`config.mk`:
```
export PLATFORM = sky130hd
export DESIGN_NAME = trng_seed_fetcher_flat
export DESIGN_NICKNAME = d
export VERILOG_FILES = /design/src/rtl/trng_bus_pkg.sv /design/src/rtl/trng_bus_if.sv /design/src/rtl/trng_bus_xact.sv /design/src/rtl/trng_seed_fetcher.sv /design/src/flat_wrapper.sv
export SDC_FILE = /design/constraint.sdc
export NUM_CORES = 1
export LEC_CHECK = 0
export BUFFER_PORTS_ARGS = -buffer_cell sky130_fd_sc_hd__buf_2
export CAP_MARGIN = 10
export CORE_MARGIN = 3
export CORE_UTILIZATION = 47
export CTS_CLUSTER_DIAMETER = 120
export DETAILED_ROUTE_END_ITERATION = 8
export PLACE_DENSITY = 0.82
export SYNTH_ARGS = -nofsm -noshare
export SYNTH_HDL_FRONTEND = slang
export SYNTH_SLANG_ARGS = --single-unit
export TNS_END_PERCENT = 20
```
`constraint.sdc`:
```
create_clock -name clk -period 1.65 [get_ports clk]
set_clock_uncertainty 0.05 [all_clocks]
set_input_delay 0.33 -clock clk [delete_from_list [all_inputs] [get_ports clk]]
set_output_delay 0.33 -clock clk [all_outputs]
set_load 0.1 [all_outputs]
```
`src/rtl/trng_bus_pkg.sv`:
```
// Shared definitions for the TRNG seed fetcher: core register map,
// identification constant, status bit position and fetch FSM encoding.
package trng_bus_pkg;

  localparam logic [7:0]  ADDR_NAME0       = 8'h00;
  localparam logic [7:0]  ADDR_NAME1       = 8'h01;
  localparam logic [7:0]  ADDR_VERSION     = 8'h02;
  localparam logic [7:0]  ADDR_STATUS      = 8'h09;
  localparam logic [7:0]  ADDR_SAMPLE_RATE = 8'h10;
  localparam logic [7:0]  ADDR_ENTROPY     = 8'h20;

  localparam logic [31:0] CORE_NAME0       = 32'h66696761;
  localparam int          STATUS_READY_BIT = 0;

  typedef enum logic [2:0] {
    ST_IDLE,
    ST_IDENT,
    ST_CFG,
    ST_POLL,
    ST_GAP,
    ST_FETCH,
    ST_DONE,
    ST_ERR
  } fetch_state_t;

endpackage

```
`src/rtl/trng_bus_if.sv`:
```
// Register bus between the seed fetcher (master) and the TRNG core (slave).
interface trng_bus_if;
  logic        cs;
  logic        we;
  logic [7:0]  address;
  logic [31:0] write_data;
  logic [31:0] read_data;
  logic        ready;

  modport master (output cs, we, address, write_data, input read_data, ready);
  modport slave  (input cs, we, address, write_data, output read_data, ready);
endinterface

```
`src/rtl/trng_bus_xact.sv`:
```
// Single-access bus engine: launches one access on req, holds the bus
// stable until ready, and aborts after XACT_TMO waiting cycles.
// done/rdata/timeout are valid in the cycle of the closing edge.
module trng_bus_xact #(
  parameter int XACT_TMO = 15
) (
  input  logic        clk,
  input  logic        reset_n,
  input  logic        req,
  input  logic        we,
  input  logic [7:0]  addr,
  input  logic [31:0] wdata,
  output logic        done,
  output logic [31:0] rdata,
  output logic        timeout,
  trng_bus_if.master  bus
);

  localparam int             TW       = (XACT_TMO > 1) ? $clog2(XACT_TMO + 1) : 1;
  localparam logic [TW-1:0]  TMO_LAST = TW'(XACT_TMO - 1);

  logic          r_cs;
  logic          r_we;
  logic [7:0]    r_addr;
  logic [31:0]   r_wdata;
  logic [TW-1:0] r_tmo;
  logic          w_wait;

  // ready wins over a timeout that would fire in the same cycle
  assign done    = r_cs & bus.ready;
  assign w_wait  = r_cs & ~bus.ready;
  assign timeout = w_wait & (r_tmo == TMO_LAST);
  assign rdata   = bus.read_data;

  assign bus.cs         = r_cs;
  assign bus.we         = r_we;
  assign bus.address    = r_addr;
  assign bus.write_data = r_wdata;

  // access launch, hold until handshake or timeout, then release cs
  always_ff @(posedge clk or negedge reset_n) begin
    if (!reset_n) begin
      r_cs    <= 1'b0;
      r_we    <= 1'b0;
      r_addr  <= 8'h00;
      r_wdata <= 32'h0;
      r_tmo   <= '0;
    end else if (r_cs) begin
      if (done || timeout) begin
        r_cs  <= 1'b0;
        r_tmo <= '0;
      end else begin
        r_tmo <= r_tmo + TW'(1);
      end
    end else if (req) begin
      r_cs    <= 1'b1;
      r_we    <= we;
      r_addr  <= addr;
      r_wdata <= wdata;
      r_tmo   <= '0;
    end
  end

endmodule

```
`src/rtl/trng_seed_fetcher.sv`:
```
// Seed fetcher: identifies the TRNG core, optionally programs its sample
// rate (build with TRNG_FETCH_RATE_EN), polls STATUS before every word and
// collects NUM_WORDS entropy words into one seed vector.
module trng_seed_fetcher
  import trng_bus_pkg::*;
#(
  parameter int NUM_WORDS = 8,
  parameter int POLL_GAP  = 4,
  parameter int XACT_TMO  = 15
) (
  input  logic                   clk,
  input  logic                   reset_n,
  input  logic                   start,
  input  logic [23:0]            sample_rate,
  output logic                   busy,
  output logic [32*NUM_WORDS-1:0] seed,
  output logic                   seed_valid,
  output logic                   error,
  trng_bus_if.master             bus
);

  localparam int            CW       = $clog2(NUM_WORDS + 1);
  localparam logic [CW-1:0] LAST     = CW'(NUM_WORDS - 1);
  localparam int            GW       = (POLL_GAP > 1) ? $clog2(POLL_GAP) : 1;
  localparam logic [GW-1:0] GAP_LAST = GW'((POLL_GAP > 0) ? POLL_GAP - 1 : 0);

  fetch_state_t  r_state, w_state_next;
  logic [CW-1:0] r_count;
  logic [GW-1:0] r_gap;

  logic          w_req, w_we, w_done, w_timeout, w_start_ok, w_word_we;
  logic [7:0]    w_addr;
  logic [31:0]   w_wdata, w_rdata;
  logic          w_unused_rate;

  assign w_unused_rate = ^sample_rate;

  trng_bus_xact #(.XACT_TMO(XACT_TMO)) u_xact (
    .clk     (clk),
    .reset_n (reset_n),
    .req     (w_req),
    .we      (w_we),
    .addr    (w_addr),
    .wdata   (w_wdata),
    .done    (w_done),
    .rdata   (w_rdata),
    .timeout (w_timeout),
    .bus     (bus)
  );

  // next state and bus request; the last GAP cycle launches the next poll
  // so exactly POLL_GAP idle cycles separate failed polls
  always_comb begin
    w_state_next = r_state;
    w_req        = 1'b0;
    w_we         = 1'b0;
    w_addr       = ADDR_NAME0;
    w_wdata      = 32'h0;
    w_start_ok   = 1'b0;
    w_word_we    = 1'b0;
    case (r_state)
      ST_IDLE, ST_DONE, ST_ERR: begin
        if (start) begin
          w_state_next = ST_IDENT;
          w_start_ok   = 1'b1;
        end
      end
      ST_IDENT: begin
        w_req  = 1'b1;
        w_addr = ADDR_NAME0;
        if (w_timeout) w_state_next = ST_ERR;
        else if (w_done) begin
`ifdef TRNG_FETCH_RATE_EN
          w_state_next = (w_rdata == CORE_NAME0) ? ST_CFG : ST_ERR;
`else
          w_state_next = (w_rdata == CORE_NAME0) ? ST_POLL : ST_ERR;
`endif
        end
      end
`ifdef TRNG_FETCH_RATE_EN
      ST_CFG: begin
        w_req   = 1'b1;
        w_we    = 1'b1;
        w_addr  = ADDR_SAMPLE_RATE;
        w_wdata = {8'h00, sample_rate};
        if (w_timeout) w_state_next = ST_ERR;
        else if (w_done) w_state_next = ST_POLL;
      end
`endif
      ST_POLL: begin
        w_req  = 1'b1;
        w_addr = ADDR_STATUS;
        if (w_timeout) w_state_next = ST_ERR;
        else if (w_done) begin
          if (w_rdata[STATUS_READY_BIT]) w_state_next = ST_FETCH;
          else w_state_next = (POLL_GAP == 0) ? ST_POLL : ST_GAP;
        end
      end
      ST_GAP: begin
        if (r_gap == GAP_LAST) begin
          w_state_next = ST_POLL;
          w_req        = 1'b1;
          w_addr       = ADDR_STATUS;
        end
      end
      ST_FETCH: begin
        w_req  = 1'b1;
        w_addr = ADDR_ENTROPY;
        if (w_timeout) w_state_next = ST_ERR;
        else if (w_done) begin
          w_word_we    = 1'b1;
          w_state_next = (r_count == LAST) ? ST_DONE : ST_POLL;
        end
      end
      default: w_state_next = ST_IDLE;
    endcase
  end

  // state register
  always_ff @(posedge clk or negedge reset_n) begin
    if (!reset_n) r_state <= ST_IDLE;
    else          r_state <= w_state_next;
  end

  // word counter; DONE is taken before it could pass NUM_WORDS
  always_ff @(posedge clk or negedge reset_n) begin
    if (!reset_n)       r_count <= '0;
    else if (w_start_ok) r_count <= '0;
    else if (w_word_we)  r_count <= r_count + CW'(1);
  end

  // idle-cycle counter between failed STATUS polls
  always_ff @(posedge clk or negedge reset_n) begin
    if (!reset_n)                                  r_gap <= '0;
    else if (r_state == ST_GAP && r_gap != GAP_LAST) r_gap <= r_gap + GW'(1);
    else                                           r_gap <= '0;
  end

  // one register per seed word, written only by its own FETCH handshake
  for (genvar gi = 0; gi < NUM_WORDS; gi++) begin : g_word
    logic [31:0] r_word;
    // capture entropy word gi, clear on an accepted start
    always_ff @(posedge clk or negedge reset_n) begin
      if (!reset_n)                               r_word <= 32'h0;
      else if (w_start_ok)                        r_word <= 32'h0;
      else if (w_word_we && r_count == CW'(gi))   r_word <= w_rdata;
    end
    assign seed[32*gi +: 32] = r_word;
  end

  assign busy       = (r_state != ST_IDLE) && (r_state != ST_DONE) && (r_state != ST_ERR);
  assign seed_valid = (r_state == ST_DONE);
  assign error      = (r_state == ST_ERR);

endmodule
```
`src/flat_wrapper.sv`:
```
// flat-port wrapper written by rule: the top's interface ports become plain ports
module trng_seed_fetcher_flat import trng_bus_pkg::*;
#(
  parameter int NUM_WORDS = 8,
  parameter int POLL_GAP  = 4,
  parameter int XACT_TMO  = 15
)
  (clk, reset_n, start, sample_rate, busy, seed, seed_valid, error, bus_cs, bus_we, bus_address, bus_write_data, bus_read_data, bus_ready);
  trng_bus_if bus_i ();
  input  logic clk;
  input  logic reset_n;
  input  logic start;
  input  logic [23:0] sample_rate;
  output logic busy;
  output logic [32*NUM_WORDS-1:0] seed;
  output logic seed_valid;
  output logic error;
  output wire logic [$bits(bus_i.cs)-1:0] bus_cs;
  output wire logic [$bits(bus_i.we)-1:0] bus_we;
  output wire logic [$bits(bus_i.address)-1:0] bus_address;
  output wire logic [$bits(bus_i.write_data)-1:0] bus_write_data;
  input wire logic [$bits(bus_i.read_data)-1:0] bus_read_data;
  input wire logic [$bits(bus_i.ready)-1:0] bus_ready;
  assign bus_cs = bus_i.cs;
  assign bus_we = bus_i.we;
  assign bus_address = bus_i.address;
  assign bus_write_data = bus_i.write_data;
  assign bus_i.read_data = bus_read_data;
  assign bus_i.ready = bus_ready;
  trng_seed_fetcher #(.NUM_WORDS(NUM_WORDS), .POLL_GAP(POLL_GAP), .XACT_TMO(XACT_TMO)) u_core (.clk(clk), .reset_n(reset_n), .start(start), .sample_rate(sample_rate), .busy(busy), .seed(seed), .seed_valid(seed_valid), .error(error), .bus(bus_i));
endmodule
```
Yosys cells after proc, flatten, opt, wreduce, memory -nomap -nowiden
Index checks and enable logic that the tools add are counted.
{ "word_totals": {"inputBits": 60, "output_inout_bits": 301, "word_cells": 121, "ff_bits": 278} }
{ "classes": {"bitwise": 5, "n_eq_ne": 24, "mux": 46, "add_sub_neg": 3, "reduce_logical": 29} }
{ "op_table": {"columns": ["cell", "n"], "rows": [
  ["32-bit two-way mux", 16],
  ["32-bit by 31-bit equality test with 1-bit output (second input constant)", 1],
  ["3-bit two-way mux", 10],
  ["4-bit two-way mux", 6],
  ["8-bit case mux with 3 select lines", 1],
  ["2-bit nonzero test", 10],
  ["4-bit by 3-bit equality test with 1-bit output (second input constant)", 4],
  ["3-bit != test (second input constant)", 5],
  ["3-bit case mux with 5 select lines", 1],
  ["3-bit equality test (second input constant)", 4],
  ["1-bit logical AND", 11],
  ["1-bit two-way mux", 10],
  ["4-bit by 1-bit adder with 4-bit output (second input constant)", 2],
  ["4-bit by 2-bit equality test with 1-bit output (second input constant)", 2],
  ["3-bit OR reduction", 2],
  ["5-bit AND reduction", 1],
  ["4-bit by 1-bit equality test with 1-bit output (second input constant)", 1],
  ["4-bit equality test (second input constant)", 1],
  ["4-bit zero test", 1],
  ["2-bit != test (second input constant)", 2],
  ["1-bit bitwise AND", 3],
  ["3-bit by 1-bit equality test with 1-bit output (second input constant)", 1],
  ["3-bit by 2-bit equality test with 1-bit output (second input constant)", 1],
  ["3-bit zero test", 1],
  ["9 further kinds", 10]
]} }

Depth between registers and ports, before layout
Gate-level depths: netlist (run 1).
{ "depth": {"word_depth": 8, "ltp_mapped": 8, "depth_no_buf": 7} }

Hierarchy
From an unflattened synthesis (run 1), not the netlist that was laid out.
{ "hier_totals": {"cells_unflattened": 1217, "hier_area_um2": 13462.9} }
{ "modules_own_cells": {"columns": ["module", "cells_per_inst", "seq_area_each_um2", "area_per_inst_um2", "n_inst"], "rows": [
  ["trng_seed_fetcher", 1068, 6631.4, 11229.5, 1],
  ["trng_bus_xact", 149, 1151.1, 2233.4, 1]
]} }

Least setup slack after synthesis (run 1)
OpenSTA, ideal clock, no wires.
{ "synth_timing": {"kind": "reg-to-reg", "start": "register u_core.r_state[2]", "end": "register u_core.g_word[4].r_word[29]", "required_ns": 1.522, "synth_period_minus_slack_ns": 2.931, "n_path_buf": 4, "path_stages_with_launch": 9, "setup_time_ns": 0.078, "arrival_time_ns": 2.803, "setup_slack_ns": -1.281, "path_cell_list": "dfrtp_1 > buf_2 > nor3_1 > a21oi_1 > nor2b_1 > buf_2 > buf_2 > buf_1 > a21oi_1"} }
{ "synth_via": {"elab_chain_cells": 4, "word_cells_on_any_way": 10, "cone_classes": "eq/ne: 3; mux: 3; reduce/logical: 4"} }
{ "synth_rtl": {"columns": ["element", "line_no", "text"], "rows": [
  ["start, declared", "trng_seed_fetcher.sv:27", "fetch_state_t r_state, w_state_next;"],
  ["start signal, assigned", "trng_seed_fetcher.sv:122", "else r_state <= w_state_next;"],
  ["3-bit equality test / 3-bit zero test (equally long branches)", "trng_seed_fetcher.sv:61", "case (r_state)"],
  ["3-bit OR reduction / 1-bit two-way mux (equally long branches)", "trng_seed_fetcher.sv:61", null],
  ["1-bit two-way mux / 1-bit logical AND (equally long branches)", "trng_seed_fetcher.sv:61, trng_seed_fetcher.sv:146", null],
  ["32-bit two-way mux / 2-bit nonzero test (equally long branches)", null, null],
  ["end signal, assigned", "trng_seed_fetcher.sv:146", "else if (w_word_we && r_count == CW'(gi)) r_word <= w_rdata;"],
  ["end, declared", "trng_seed_fetcher.sv:141", "logic [31:0] r_word;"]
]} }
Parallel ways exist; a longest one is shown, timed or not.
A chain may end at the register's enable or synchronous reset.

Final worst setup path (run 1)
{ "layout_timing": {"start": "register u_core.r_state[0]", "end": "register u_core.g_word[3].r_word[10]"} }
{ "layout_via": {"elab_chain_cells": 4, "word_cells_on_any_way": 10, "cone_classes": "eq/ne: 3; mux: 3; reduce/logical: 4"} }
{ "layout_rtl": {"columns": ["element", "line_no"], "rows": [
  ["3-bit equality test / 3-bit zero test (equally long branches)", "trng_seed_fetcher.sv:61"],
  ["3-bit OR reduction / 1-bit two-way mux (equally long branches)", "trng_seed_fetcher.sv:61"],
  ["1-bit two-way mux / 1-bit logical AND (equally long branches)", "trng_seed_fetcher.sv:61, trng_seed_fetcher.sv:146"],
  ["32-bit two-way mux / 2-bit nonzero test (equally long branches)", null],
  ["end signal, assigned", "trng_seed_fetcher.sv:146"],
  ["end, declared", "trng_seed_fetcher.sv:141"]
]} }
Parallel ways exist; a longest one is shown, timed or not.

==> results.txt, run 1 <==
Fraction of registers with async set/reset: 1.000
Number of global-route vias before repair: 11790
NumNets Final: 1801
Overall routed net length: 55500 um
Total net switching power: 12.68 mW
Via total after detailed routing: 13200
Level count of the clock H-tree: 1
Register cell area after layout: 6813 sq um
Total Die Area: 27520 sq um
Clock tree from TritonCTS: done
Achievable clock frequency: 0.4973 GHz
Data arrival time of the critical path: 2.41 ns
Share of total power in the clock network: 0.247
Ratio of cells with drive above 1 in the final layout: 0.4231
Worst slack on hold paths: 0.1574 ns
Clock slew seen by the registers of the worst setup and hold paths: 0.06 ns
Cell with the most instances after synthesis: sky130_fd_sc_hd__nand2_1
Via count normalized by instance count: 6.345
Number of different library cells in the post-synthesis netlist: 41
DRC Markers: 0
Compound-gate portion of the synthesized area: 0.1205
Fill cell count: 1505
Post-synthesis sequential area ratio: 0.5664
Post-DRT Antenna Nets: 0
Critical Path Max Stage Delay: 0.40 ns
Yosys warning count: 0
DRC violation total after the first TritonRoute iteration: 1670
Final Max Slew Viols: 0
XOR/XNOR share of the synthesized area: 0.002186
Adder-cell share of the synthesized area: 0.007288
Setup WS post-layout: -0.3610 ns
Crit path max-delay cell type: sky130_fd_sc_hd__dfrtp_2
Share of cell area taken by muxes after synthesis: 0.0008329
Nature of the critical path endpoint: register
Cell taking the most area after synthesis: sky130_fd_sc_hd__dfrtp_1
Number of max-capacitance violations reported: 0
Clock sink total: 272
Power Dens Cells: 1485 nW/um^2
Fraction of power spent switching nets: 0.4560
Root buf cell: sky130_fd_sc_hd__clkbuf_16
Simple-gate share of the synthesized area: 0.2203
HPWL reported at the end of detailed placement: 28590 um
Sequence of cells on the critical path: buf_6 > nand3_4 > buf_6 > nor4_4 > buf_4 > buf_12 > buf_12 > nand2_8 > clkbuf_16 > nand2_4 > a21oi_2
Sequential cell fraction of total power: 0.287
Number of enable-type register cells in the synthesized netlist: 0
Peak ir drop on the vdd network: 1495 uV
Aggregate global-route resource usage: 0.3068
Top Ports: 361
Area Growth Syn to Fin: 55.80%
Data required, critical path: 2.05 ns
Total overflow reported by the global router: 0
P_int: 15.13 mW
Yosys reg bits: 272
Number of buffers and inverters on the critical path: 6
Final count of hold timing violations: 0
Util after Layout: 0.7566
Summed instance area of the synthesized netlist: 12020 sq um
Pwr Total: 27.81 mW
Die Height: 165.9 um
Combinational fraction of design power: 0.466
Maximum clock path buffer count: 3
Minimum clock period after layout: 2.011 ns
Core Rows: 57
Core Box Area: 24750 sq um
Violations in the final reports: negative setup slack
Pre-CTS setup slack: -0.3737 ns
Largest family of logic cells by synthesized area: simple AND/OR/NAND/NOR gates
Total of buffers placed on input and output ports: 298
Count of placed standard cells including taps: 1936
Chip width: 165.9 um
Routed length per placed instance: 26.67 um
Area used by multi-input combinational logic: 5469 sq um
Weighted congestion reported at the end of routability-driven placement: 0.8250
Syn_area_per_cell: 8.982 sq um
Largest delay contributor family on the critical path: buffers and inverters
Flip-flop cell with the highest count after synthesis: sky130_fd_sc_hd__dfrtp_1
Clock insertion delay at the later pin of the skew report: 0.56 ns
Cell types occupying the most area after synthesis: sky130_fd_sc_hd__dfrtp_1 57%, sky130_fd_sc_hd__a21oi_1 11%, sky130_fd_sc_hd__nand3_1 11%
Worst relative slew slack: 0.5926
Maximum number of pins on one net before global-route repair: 47
Cell leakage power: 8.763 nW
Period Utilization, post-route: 1.219
Path category of the worst min-delay check: in -> reg
Non-filler cells, final: 2081
Total clock buffers created by CTS: 29
RSZ-0062 raised after global routing: true
Worst Tran Pin Value: 0.6029 ns
Startpoint types: register
Initial core utilization: 0.4856
Run status: finished with violations
Leading post-synthesis cells by instance count: 275 x sky130_fd_sc_hd__nand2_1, 272 x sky130_fd_sc_hd__dfrtp_1, 265 x sky130_fd_sc_hd__a21oi_1
Share of the synthesized area in the top cell type: 0.5664
First-pass detailed-route iteration total: 6
Wire length of the first global-routing pass: 67330 um
Setup violations, final: 518
CP Class: reg -> reg
Post-Syn Instances: 1338
Antenna violations before repair: 1
Critical path fanouts, max: 7
[cell type report]
cell class / count / area share
inverters: 4 / 0.0009355
clock buffers: 45 / 0.04571
clock inverters: 8 / 0.006549
repair buffers: 513 / 0.2691
flip-flops and latches: 272 / 0.3638
well taps: 324 / 0.02165
diodes: 1 / 0.0001336
multi-input cells: 914 / 0.2921
[path summary, 6_finish.rpt]
check / start / end / slack [ns] / cells after the start
worst max-delay path: u_core.r_state[0] / u_core.g_word[3].r_word[10] / -0.36 / 11
worst min-delay path: bus_read_data[29] / u_core.g_word[3].r_word[29] / 0.16 / 4
worst max register to register: u_core.r_state[0] / u_core.g_word[3].r_word[10] / -0.36 / 11
worst min register to register: u_core.r_gap[0] / u_core.r_gap[0] / 0.44 / 1
max in group asynchronous: reset_n / u_core.g_word[0].r_word[8] / 0.69 / 3
min in group asynchronous: reset_n / u_core.g_word[3].r_word[30] / 0.23 / 2
[registers in the layout, indices dropped and copies added, names as in the netlist]
register / flops
u_core.r_gap: 2
u_core.g_word.r_word: 256
u_core.u_xact.bus.cs: 1
u_core.u_xact.r_tmo: 4
u_core.u_xact.bus.address: 2
u_core.r_state: 3
u_core.r_count: 4
[logic make-up (layout without fill, tap and decap cells)]
kind of cell,after synthesis,in the layout
mux,1,1
compound gates,284,284
buf+inv,189,570
other cells,1,39
simple gates,581,581
xor+xnor,3,3
fa+ha+maj,7,7
flops,272,272
[metrics by stage]
| step | TNS, ns | cell area (sq um) |
|---|---|---|
| finish | -84.86 | 18720 |
| global route | -100.59 | 18720 |
| CTS | -75.99 | 16140 |
| detailed placement | -36.23 | 14600 |
| global placement | -30.75 | 14600 |
| floorplan | -69.97 | 12270 |
[worst min-delay path, delay by kind of cell]
kind	cells	cell delay, ns
buf+inv	2	0.28
simple gates	1	0.07
compound gates	1	0.05
[power by group through the flow]
stage	logic, mW	registers, mW	clock network, mW
2_1_floorplan	3.07	12.2	0
3_3_place_gp	9.83	7.87	0
3_5_place_dp	9.98	7.91	0
4_1_cts	10.6	7.81	6.76
5_1_grt	13.3	8.03	7.15
6_report	13.0	7.98	6.86
[cell usage in the layout, fill, tap and decap left out, drive strengths merged, types with 2 or more instances in the layout]
| cell | count |
|---|---|
| buf | 472 |
| nand2 | 275 |
| dfrtp | 272 |
| a21oi | 265 |
| nand3 | 260 |
| clkbuf | 85 |
| conb | 38 |
| nor2 | 17 |
| o21ai | 10 |
| ha | 7 |
| inv | 6 |
| nor4bb | 4 |
| nand2b | 4 |
| clkinv | 3 |
| bufinv | 3 |
| nor4 | 3 |
| nor2b | 3 |
| xor2 | 2 |
| nand3b | 2 |
| or3b | 2 |
| nand4 | 2 |
| o31ai | 2 |
| nand4b | 2 |
| nor3 | 2 |
| nor4b | 2 |
[metal layers]
| layer | vias to the layer above | routed length, um | global-route usage |
|---|---|---|---|
| met5 | - | 9 | 0 |
| met4 | 2 | 4784 | 0.1675 |
| met3 | 389 | 6787 | 0.07070 |
| met2 | 1182 | 25960 | 0.5022 |
| met1 | 6365 | 17960 | 0.3787 |
| li1 | 5266 | - | - |
[timing repair]
action | 4_1_cts | 5_1_grt
setup endpoints to repair | 526 | 532
hold buffers | 1 | 0
setup buffers | 18 | 20
gates cloned | 10 | 48
pin swaps | 8 | 116
gates resized for setup | 45 | 354
hold endpoints to repair | 41 | 0
No activity file was read; power rests on OpenSTA's default activity.
==> run 2, diff against run 1 <==
--- a/config.mk
+++ b/config.mk
@@ -5,13 +5,14 @@
 export SDC_FILE = /design/constraint.sdc
 export NUM_CORES = 1
 export LEC_CHECK = 0
+export ABC_AREA = 1
 export BUFFER_PORTS_ARGS = -buffer_cell sky130_fd_sc_hd__buf_2
 export CAP_MARGIN = 10
 export CORE_MARGIN = 3
-export CORE_UTILIZATION = 47
+export CORE_UTILIZATION = 46
 export CTS_CLUSTER_DIAMETER = 120
 export DETAILED_ROUTE_END_ITERATION = 8
-export PLACE_DENSITY = 0.82
+export PLACE_DENSITY = 0.81
 export SYNTH_ARGS = -nofsm -noshare
 export SYNTH_HDL_FRONTEND = slang
 export SYNTH_SLANG_ARGS = --single-unit
==> run 2 against run 1 <==
The run still ends with negative setup slack left. Sequential share of layout area increased by 4.1 points. Non-clock buffer count is 95 lower. Via count down 25%. Area after synthesis fell by 5.5%. Clock-buffer cell count fell by 8. Setup slack worse by 0.042 ns. Synthesized cell count is 20% lower. Maximum frequency shrank 2.0%. Design area down 10%. Worst hold slack worse by 0.083 ns. Cell count decreased by 13%.
==> results.txt, run 2 <==
Run status: finished with violations
Violations in the final reports: negative setup slack
Top Ports: 361 (unchanged)
Cell types occupying the most area after synthesis: sky130_fd_sc_hd__dfrtp_1 60%, sky130_fd_sc_hd__nand2_1 10%, sky130_fd_sc_hd__o21ai_2 8.0%
Number of max-capacitance violations reported: 0 (unchanged)
Clock tree from TritonCTS: done
Data required, critical path: 1.27 ns (-0.78 ns)
Yosys reg bits: 272 (unchanged)
Minimum clock period after layout: 2.053 ns (+0.04175 ns)
Area Growth Syn to Fin: 48.23%
Most frequent cells in the layout: 268 x sky130_fd_sc_hd__dfrtp_1, 239 x sky130_fd_sc_hd__nand2_1, 231 x sky130_fd_sc_hd__buf_2
Routed length per placed instance: 22.19 um (-17%)
Clock sink total: 272 (unchanged)
Top Registers: u_core.g_word.r_word (256), u_core.r_count (4), u_core.u_xact.r_tmo (4)
Share of the synthesized area in the top cell type: 0.5993 (+0.03288)
Initial core utilization: 0.4754 (-0.01023)
Critical Path Source: u_core.r_state[2]
Final count of hold timing violations: 0 (unchanged)
Total Neg Setup Slack: -68.23 ns (+16.63 ns)
Post-Syn Instances: 1077 (-20%)
Syn_area_per_cell: 10.55 sq um (+17%)
Total of buffers placed on input and output ports: 298 (unchanged)
HPWL reported at the end of detailed placement: 21680 um (-24%)
Overall routed net length: 40030 um (-28%)
NumNets Final: 1540 (-14%)
Critical Path Max Stage Delay: 0.47 ns (+0.07 ns)
Nature of the critical path endpoint: primary output
DRC Markers: 0 (unchanged)
Core Rows: 56 (-1.8%)
Compound-gate portion of the synthesized area: 0.1575 (+0.03707)
Number of global-route vias before repair: 9539 (-19%)
Commonest non-fill, non-tap cell in the layout: sky130_fd_sc_hd__dfrtp_1
Setup violations, final: 458 (-12%)
Antenna violations before repair: 1 (unchanged)
Path category of the worst min-delay check: in -> reg
Ratio of cells with drive above 1 in the final layout: 0.5175 (+0.09440)
Maximum number of pins on one net before global-route repair: 50 (+6.4%)
Weighted congestion reported at the end of routability-driven placement: 0.7986 (-3.2%)
Startpoint types: register
Post-synthesis sequential area ratio: 0.5993 (+0.03288)
Core Box Area: 23890 sq um (-3.5%)
Setup slack of the worst register-to-register path: -0.31 ns (+0.05 ns)
Top register by number of flip-flops: u_core.g_word.r_word
Worst relative slew slack: 0.6484 (+0.05575)
Root buf cell: sky130_fd_sc_hd__clkbuf_16
Summed instance area of the synthesized netlist: 11360 sq um (-5.5%)
Total clock buffers created by CTS: 28 (-3.4%)
Die Height: 163.1 um (-1.7%)
RSZ-0062 raised after global routing: true
Period Utilization, post-route: 1.244 (+0.02530)
Cell taking the most area after synthesis: sky130_fd_sc_hd__dfrtp_1
Sequence of cells on the critical path: o21ai_4 > inv_2 > nor2_4 > buf_6 > clkinvlp_4 > buf_12
XOR/XNOR share of the synthesized area: 0.001542 (-0.0006442)
Worst hold path startpoint: bus_read_data[21]
Worst Tran Pin Value: 0.5311 ns (-0.07175 ns)
CP Class: reg -> out
Number of enable-type register cells in the synthesized netlist: 0 (unchanged)
Achievable clock frequency: 0.4872 GHz (-2.0%)
Leading post-synthesis cells by instance count: 307 x sky130_fd_sc_hd__nand2_1, 272 x sky130_fd_sc_hd__dfrtp_1, 131 x sky130_fd_sc_hd__o21ai_1
First-pass detailed-route iteration total: 6 (unchanged)
Simple-gate share of the synthesized area: 0.1573 (-0.06300)
Final Max Slew Viols: 0 (unchanged)
Cell with the most instances after synthesis: sky130_fd_sc_hd__nand2_1
Chip width: 163.1 um (-1.7%)
Share of cell area taken by muxes after synthesis: 0 (-0.0008329)
Maximum clock path buffer count: 3 (unchanged)
Aggregate global-route resource usage: 0.2601 (-0.04668)
Adder-cell share of the synthesized area: 0.007711 (+0.0004231)
Largest family of logic cells by synthesized area: compound AO/OA/AOI/OAI gates
Fraction of registers with async set/reset: 1.000 (unchanged)
Total Die Area: 26610 sq um (-3.3%)
Crit path max-delay cell type: sky130_fd_sc_hd__dfrtp_2
Wire length of the first global-routing pass: 54210 um (-19%)
Setup WS post-layout: -0.4027 ns (-0.04175 ns)
Clock insertion delay at the later pin of the skew report: 0.53 ns (-0.03 ns)
Number of different library cells in the post-synthesis netlist: 32 (-22%)
Register cell area after layout: 6814 sq um (about the same)
DRC violation total after the first TritonRoute iteration: 885 (-47%)
Clock slew seen by the registers of the worst setup and hold paths: 0.06 ns (about the same)
Post-DRT Antenna Nets: 0 (unchanged)
Via total after detailed routing: 9928 (-25%)
Data arrival time of the critical path: 1.67 ns (-0.74 ns)
Total overflow reported by the global router: 0 (unchanged)
Fill cell count: 1581 (+5.0%)
Critical path fanouts, max: 5 (-2)
Area used by multi-input combinational logic: 4601 sq um (-16%)
Via count normalized by instance count: 5.503 (-13%)
Crit Reg-Reg Startpoint: u_core.r_state[2]
Flip-flop cell with the highest count after synthesis: sky130_fd_sc_hd__dfrtp_1
Largest register FFs: 256 (unchanged)
Level count of the clock H-tree: 1 (unchanged)
Yosys warning count: 0 (unchanged)
## run 2: worst paths after layout
path,to,cells past startpoint
worst max-delay path,busy,6
worst min-delay path,u_core.g_word[3].r_word[21],3
worst max register to register,u_core.g_word[2].r_word[2],12
worst min register to register,u_core.r_gap[0],1
max in group asynchronous,u_core.r_state[2],3
min in group asynchronous,u_core.g_word[4].r_word[15],2
## run 2: cell families (layout without fill, tap and decap cells)
| family | after synthesis | in the layout |
|---|---|---|
| adders and majority gates | 7 | 7 |
| and+or+nand+nor | 382 | 383 |
| AOI/OAI and AO/OA | 278 | 278 |
| DFF | 272 | 272 |
| other | 1 | 39 |
| buffers and inverters | 135 | 504 |
| xor gates and xnor gates | 2 | 2 |
## run 2: worst max-delay path: cells and delay by family, from the launching register on
| family | cells | cell delay (ns) |
|---|---|---|
| flops | 1 | 0.47 |
| simple gates | 1 | 0.09 |
| buf+inv | 4 | 0.42 |
| compound gates | 1 | 0.16 |
## run 2: cell type report
cell class	count	share of cell area
Antenna cell	1	0.0001486
Clock buffer	37	0.04786
Tap cell	319	0.02371
Sequential cell	272	0.4047
Multi-Input combinational cell	708	0.2733
Timing Repair Buffer	418	0.2265
Inverter	42	0.01479
Timing Repair inverter	3	0.003344
Clock inverter	4	0.005648
## run 2: repair_timing
item / 4_1_cts / 5_1_grt
endpoints found under the setup margin: 522 / 526
hold buffers: 1 / 0
setup buffers: 16 / 12
hold endpoints to repair: 38 / 0
resized for setup: 67 / 332
cloned: 19 / 22
pin swaps: 8 / 79
## run 2: layer usage
metal / part of all wire / global-route usage / wire, um / vias up
met3: 0.088 / 0.05782 / 3515 / 121
li1: - / - / - / 4276
met4: 0.037 / 0.07958 / 1497 / 2
met2: 0.49 / 0.4449 / 19780 / 574
met5: 0.00022 / 0 / 9 / -
met1: 0.38 / 0.3322 / 15240 / 4955
## run 2: through the flow
stage / cells / setup WS (ns) / cell area (sq um) / utilization / hold slack, ns
6_report: 1804 / -0.4027 / 16840 / 0.7047 / 0.07478
5_1_grt: 1803 / -0.4613 / 16830 / 0.7045 / 0.06652
4_1_cts: 1774 / -0.4223 / 15420 / 0.6454 / 0.06656
3_5_place_dp: 1697 / -0.2559 / 13630 / 0.5706 / 0.2357
3_3_place_gp: 1697 / -0.2047 / 13630 / 0.5706 / 0.2360
2_1_floorplan: 1114 / -0.06994 / 11650 / - / -0.01559
Power of run 2 is not shown: default switching activity piles up to over one toggle a cycle in this logic, so the estimate is an artifact.
==> run 3, diff against run 2 <==
--- a/config.mk
+++ b/config.mk
@@ -8,7 +8,7 @@
 export ABC_AREA = 1
 export BUFFER_PORTS_ARGS = -buffer_cell sky130_fd_sc_hd__buf_2
 export CAP_MARGIN = 10
-export CORE_MARGIN = 3
+export CORE_MARGIN = 5
 export CORE_UTILIZATION = 46
 export CTS_CLUSTER_DIAMETER = 120
 export DETAILED_ROUTE_END_ITERATION = 8
==> run 3 against run 2 <==
The flow still finishes with violations (negative setup slack). Critical endpoint is now u_core.g_word[2].r_word[5]. Register-to-register slack lost 0.14 ns. First-iteration DRC count up 5.4%. Clock-buffer cell count increased by 1. Setup slack worse by 0.044 ns.
==> results.txt, run 3 (same netlist as run 2, synthesis figures left out) <==
Total Die Area: 27930 sq um (+5.0%)
Minimum clock period after layout: 2.097 ns (+0.04426 ns)
Commonest non-fill, non-tap cell in the layout: sky130_fd_sc_hd__dfrtp_1
Final count of hold timing violations: 0 (unchanged)
HPWL reported at the end of detailed placement: 22870 um (+5.5%)
Weighted congestion reported at the end of routability-driven placement: 0.8076 (+1.1%)
DRC violation total after the first TritonRoute iteration: 933 (+5.4%)
Violations in the final reports: negative setup slack
DRC Markers: 0 (unchanged)
Top Ports: 361 (unchanged)
Antenna violations before repair: 5 (+4)
Total of buffers placed on input and output ports: 298 (unchanged)
Achievable clock frequency: 0.4769 GHz (-2.1%)
First-pass detailed-route iteration total: 8 (+2)
Endpoint with the worst hold slack: u_core.g_word[0].r_word[30]
Clock insertion delay at the later pin of the skew report: 0.55 ns (+0.02 ns)
CP Class: reg -> reg
Path category of the worst min-delay check: in -> reg
Worst reg-to-reg path cell count: 12 (unchanged)
Overall routed net length: 42220 um (+5.5%)
Crit Reg-Reg Startpoint: u_core.r_state[0]
Number of global-route vias before repair: 9876 (+3.5%)
Via count normalized by instance count: 5.486 (-0.32%)
Worst relative slew slack: 0.4924 (-0.1559)
Met1 routed wirelength after detailed routing: 16050 um (+5.3%)
Area Growth Syn to Fin: 52.99%
Critical register-to-register path endpoint: u_core.g_word[2].r_word[5]
Critical path fanouts, max: 15 (+10)
Met3 wire len: 3659 um (+4.1%)
Period Utilization, post-route: 1.271 (+0.02682)
Util after Layout: 0.7145 (+0.009864)
Most frequent cells in the layout: 270 x sky130_fd_sc_hd__dfrtp_1, 220 x sky130_fd_sc_hd__nand2_1, 183 x sky130_fd_sc_hd__buf_2
Hold path cells: 3 (unchanged)
Routed length per placed instance: 23.07 um (+4.0%)
Chip width: 167.1 um (+2.5%)
Non-filler cells, final: 1830 (+1.4%)
Startpoint types: register
Wire length of the first global-routing pass: 57230 um (+5.6%)
Worst hold path startpoint: bus_read_data[30]
Count of placed standard cells including taps: 1711 (+0.82%)
Initial core utilization: 0.4670 (-0.008340)
Total clock buffers created by CTS: 27 (-3.6%)
Run status: finished with violations
Level count of the clock H-tree: 1 (unchanged)
Ratio of cells with drive above 1 in the final layout: 0.5289 (+0.01142)
RSZ-0062 raised after global routing: true
Root buf cell: sky130_fd_sc_hd__clkbuf_16
Core Rows: 57 (+1.8%)
Worst Tran Pin Value: 0.7586 ns (+0.2275 ns)
Clock tree from TritonCTS: done
Aggregate global-route resource usage: 0.2582 (-0.001871)
Maximum clock path buffer count: 3 (unchanged)
Clock slew seen by the registers of the worst setup and hold paths: 0.07 ns (about the same)
Setup WS post-layout: -0.4470 ns (-0.04426 ns)
Nature of the critical path endpoint: register
Largest register FFs: 256 (unchanged)
Data arrival time of the critical path: 2.50 ns (+0.83 ns)
Die Height: 167.1 um (+2.5%)
Via total after detailed routing: 10040 (+1.1%)
Core Box Area: 24320 sq um (+1.8%)
Data required, critical path: 2.05 ns (+0.78 ns)
NumNets Final: 1551 (+0.71%)
Clock sink total: 272 (unchanged)
Number of max-capacitance violations reported: 0 (unchanged)
Setup slack of the worst register-to-register path: -0.45 ns (-0.14 ns)
Maximum number of pins on one net before global-route repair: 56 (+12%)
Total overflow reported by the global router: 0 (unchanged)
Detail Route met2 WL: 20830 um (+5.4%)
Final Max Slew Viols: 0 (unchanged)
Top Registers: u_core.g_word.r_word (256), u_core.r_count (4), u_core.u_xact.r_tmo (4)
Top register by number of flip-flops: u_core.g_word.r_word
Setup violations, final: 419 (-8.5%)
Post-DRT Antenna Nets: 0 (unchanged)
Uppermost routed layer: met5
-- run 3: cell types whose count changed in the layout (fill, tap and decap cells not counted), sizes merged --
| cell | previous run | this run |
|---|---|---|
| buf | 400 | 409 |
| inv | 38 | 43 |
| clkbuf | 54 | 58 |
| diode | 1 | 3 |
| bufinv | 3 | 4 |
| clkinv | 7 | 6 |
| clkinvlp | 1 | 2 |
-- run 3: final cells by class --
cell class / instances / area [sq um]
Fill cell: 1535 / 6943
Antenna cell: 3 / 7.507
Clock buffer: 38 / 787.0
Timing Repair inverter: 3 / 31.28
Sequential cell: 272 / 6812
Clock inverter: 10 / 142.6
Timing Repair Buffer: 430 / 4154
Multi-Input combinational cell: 708 / 4773
Tap cell: 324 / 405.4
Inverter: 42 / 264.0
-- run 3: worst max-delay path, cell delays in order (launching register included) --
cell and delay, ns:
sky130_fd_sc_hd__dfrtp_1 0.43, sky130_fd_sc_hd__buf_6 0.12, sky130_fd_sc_hd__buf_6 0.09, sky130_fd_sc_hd__buf_6 0.09, sky130_fd_sc_hd__nand3_4 0.08, sky130_fd_sc_hd__nor2_4 0.16
sky130_fd_sc_hd__buf_8 0.17, sky130_fd_sc_hd__buf_4 0.14, sky130_fd_sc_hd__nand3_4 0.06, sky130_fd_sc_hd__nand2_4 0.12, sky130_fd_sc_hd__inv_8 0.07, sky130_fd_sc_hd__buf_12 0.16
sky130_fd_sc_hd__o21ai_1 0.22
-- run 3: routing by layer --
| layer | up-vias | global-route usage |
|---|---|---|
| met5 | - | 0 |
| met4 | 4 | 0.08398 |
| met3 | 138 | 0.05422 |
| met2 | 556 | 0.4399 |
| met1 | 5017 | 0.3329 |
| li1 | 4324 | - |
-- run 3: repair_timing --
item                       in CTS  in global routing
hold buffers                    1                  0
cloned                         21                 21
resized for setup             156                401
buffers inserted               16                 15
pin swaps                      62                 24
hold endpoints to repair       46                  0
setup endpoints to repair     520                524
-- run 3: worst max path at each step --
stage	start	end	slack, ns
6_report	u_core.r_state[0]	u_core.g_word[2].r_word[5]	-0.45
3_5_place_dp	u_core.r_state[2]	u_core.g_word[6].r_word[26]	-0.19
5_1_grt	u_core.r_state[2]	busy	-0.51
4_1_cts	u_core.r_state[1]	busy	-0.44
2_1_floorplan	u_core.u_xact.bus.address[3]	bus_address[3]	-0.07
3_3_place_gp	u_core.r_state[2]	u_core.g_word[0].r_word[23]	-0.08
-- run 3: through the flow --
step                TNS (ns)  worst slack, ns  hold slack, ns  cell area [sq um]
floorplan             -1.564         -0.06994        -0.01559              11650
global route         -110.97          -0.5070         0.05820              17380
finish                -82.99          -0.4470         0.06648              17380
global placement      -9.517         -0.07801          0.2575              13760
detailed placement    -22.10          -0.1866          0.2657              13760
CTS                   -53.87          -0.4410         0.04611              15880
Power of run 3 is left out for the same reason.
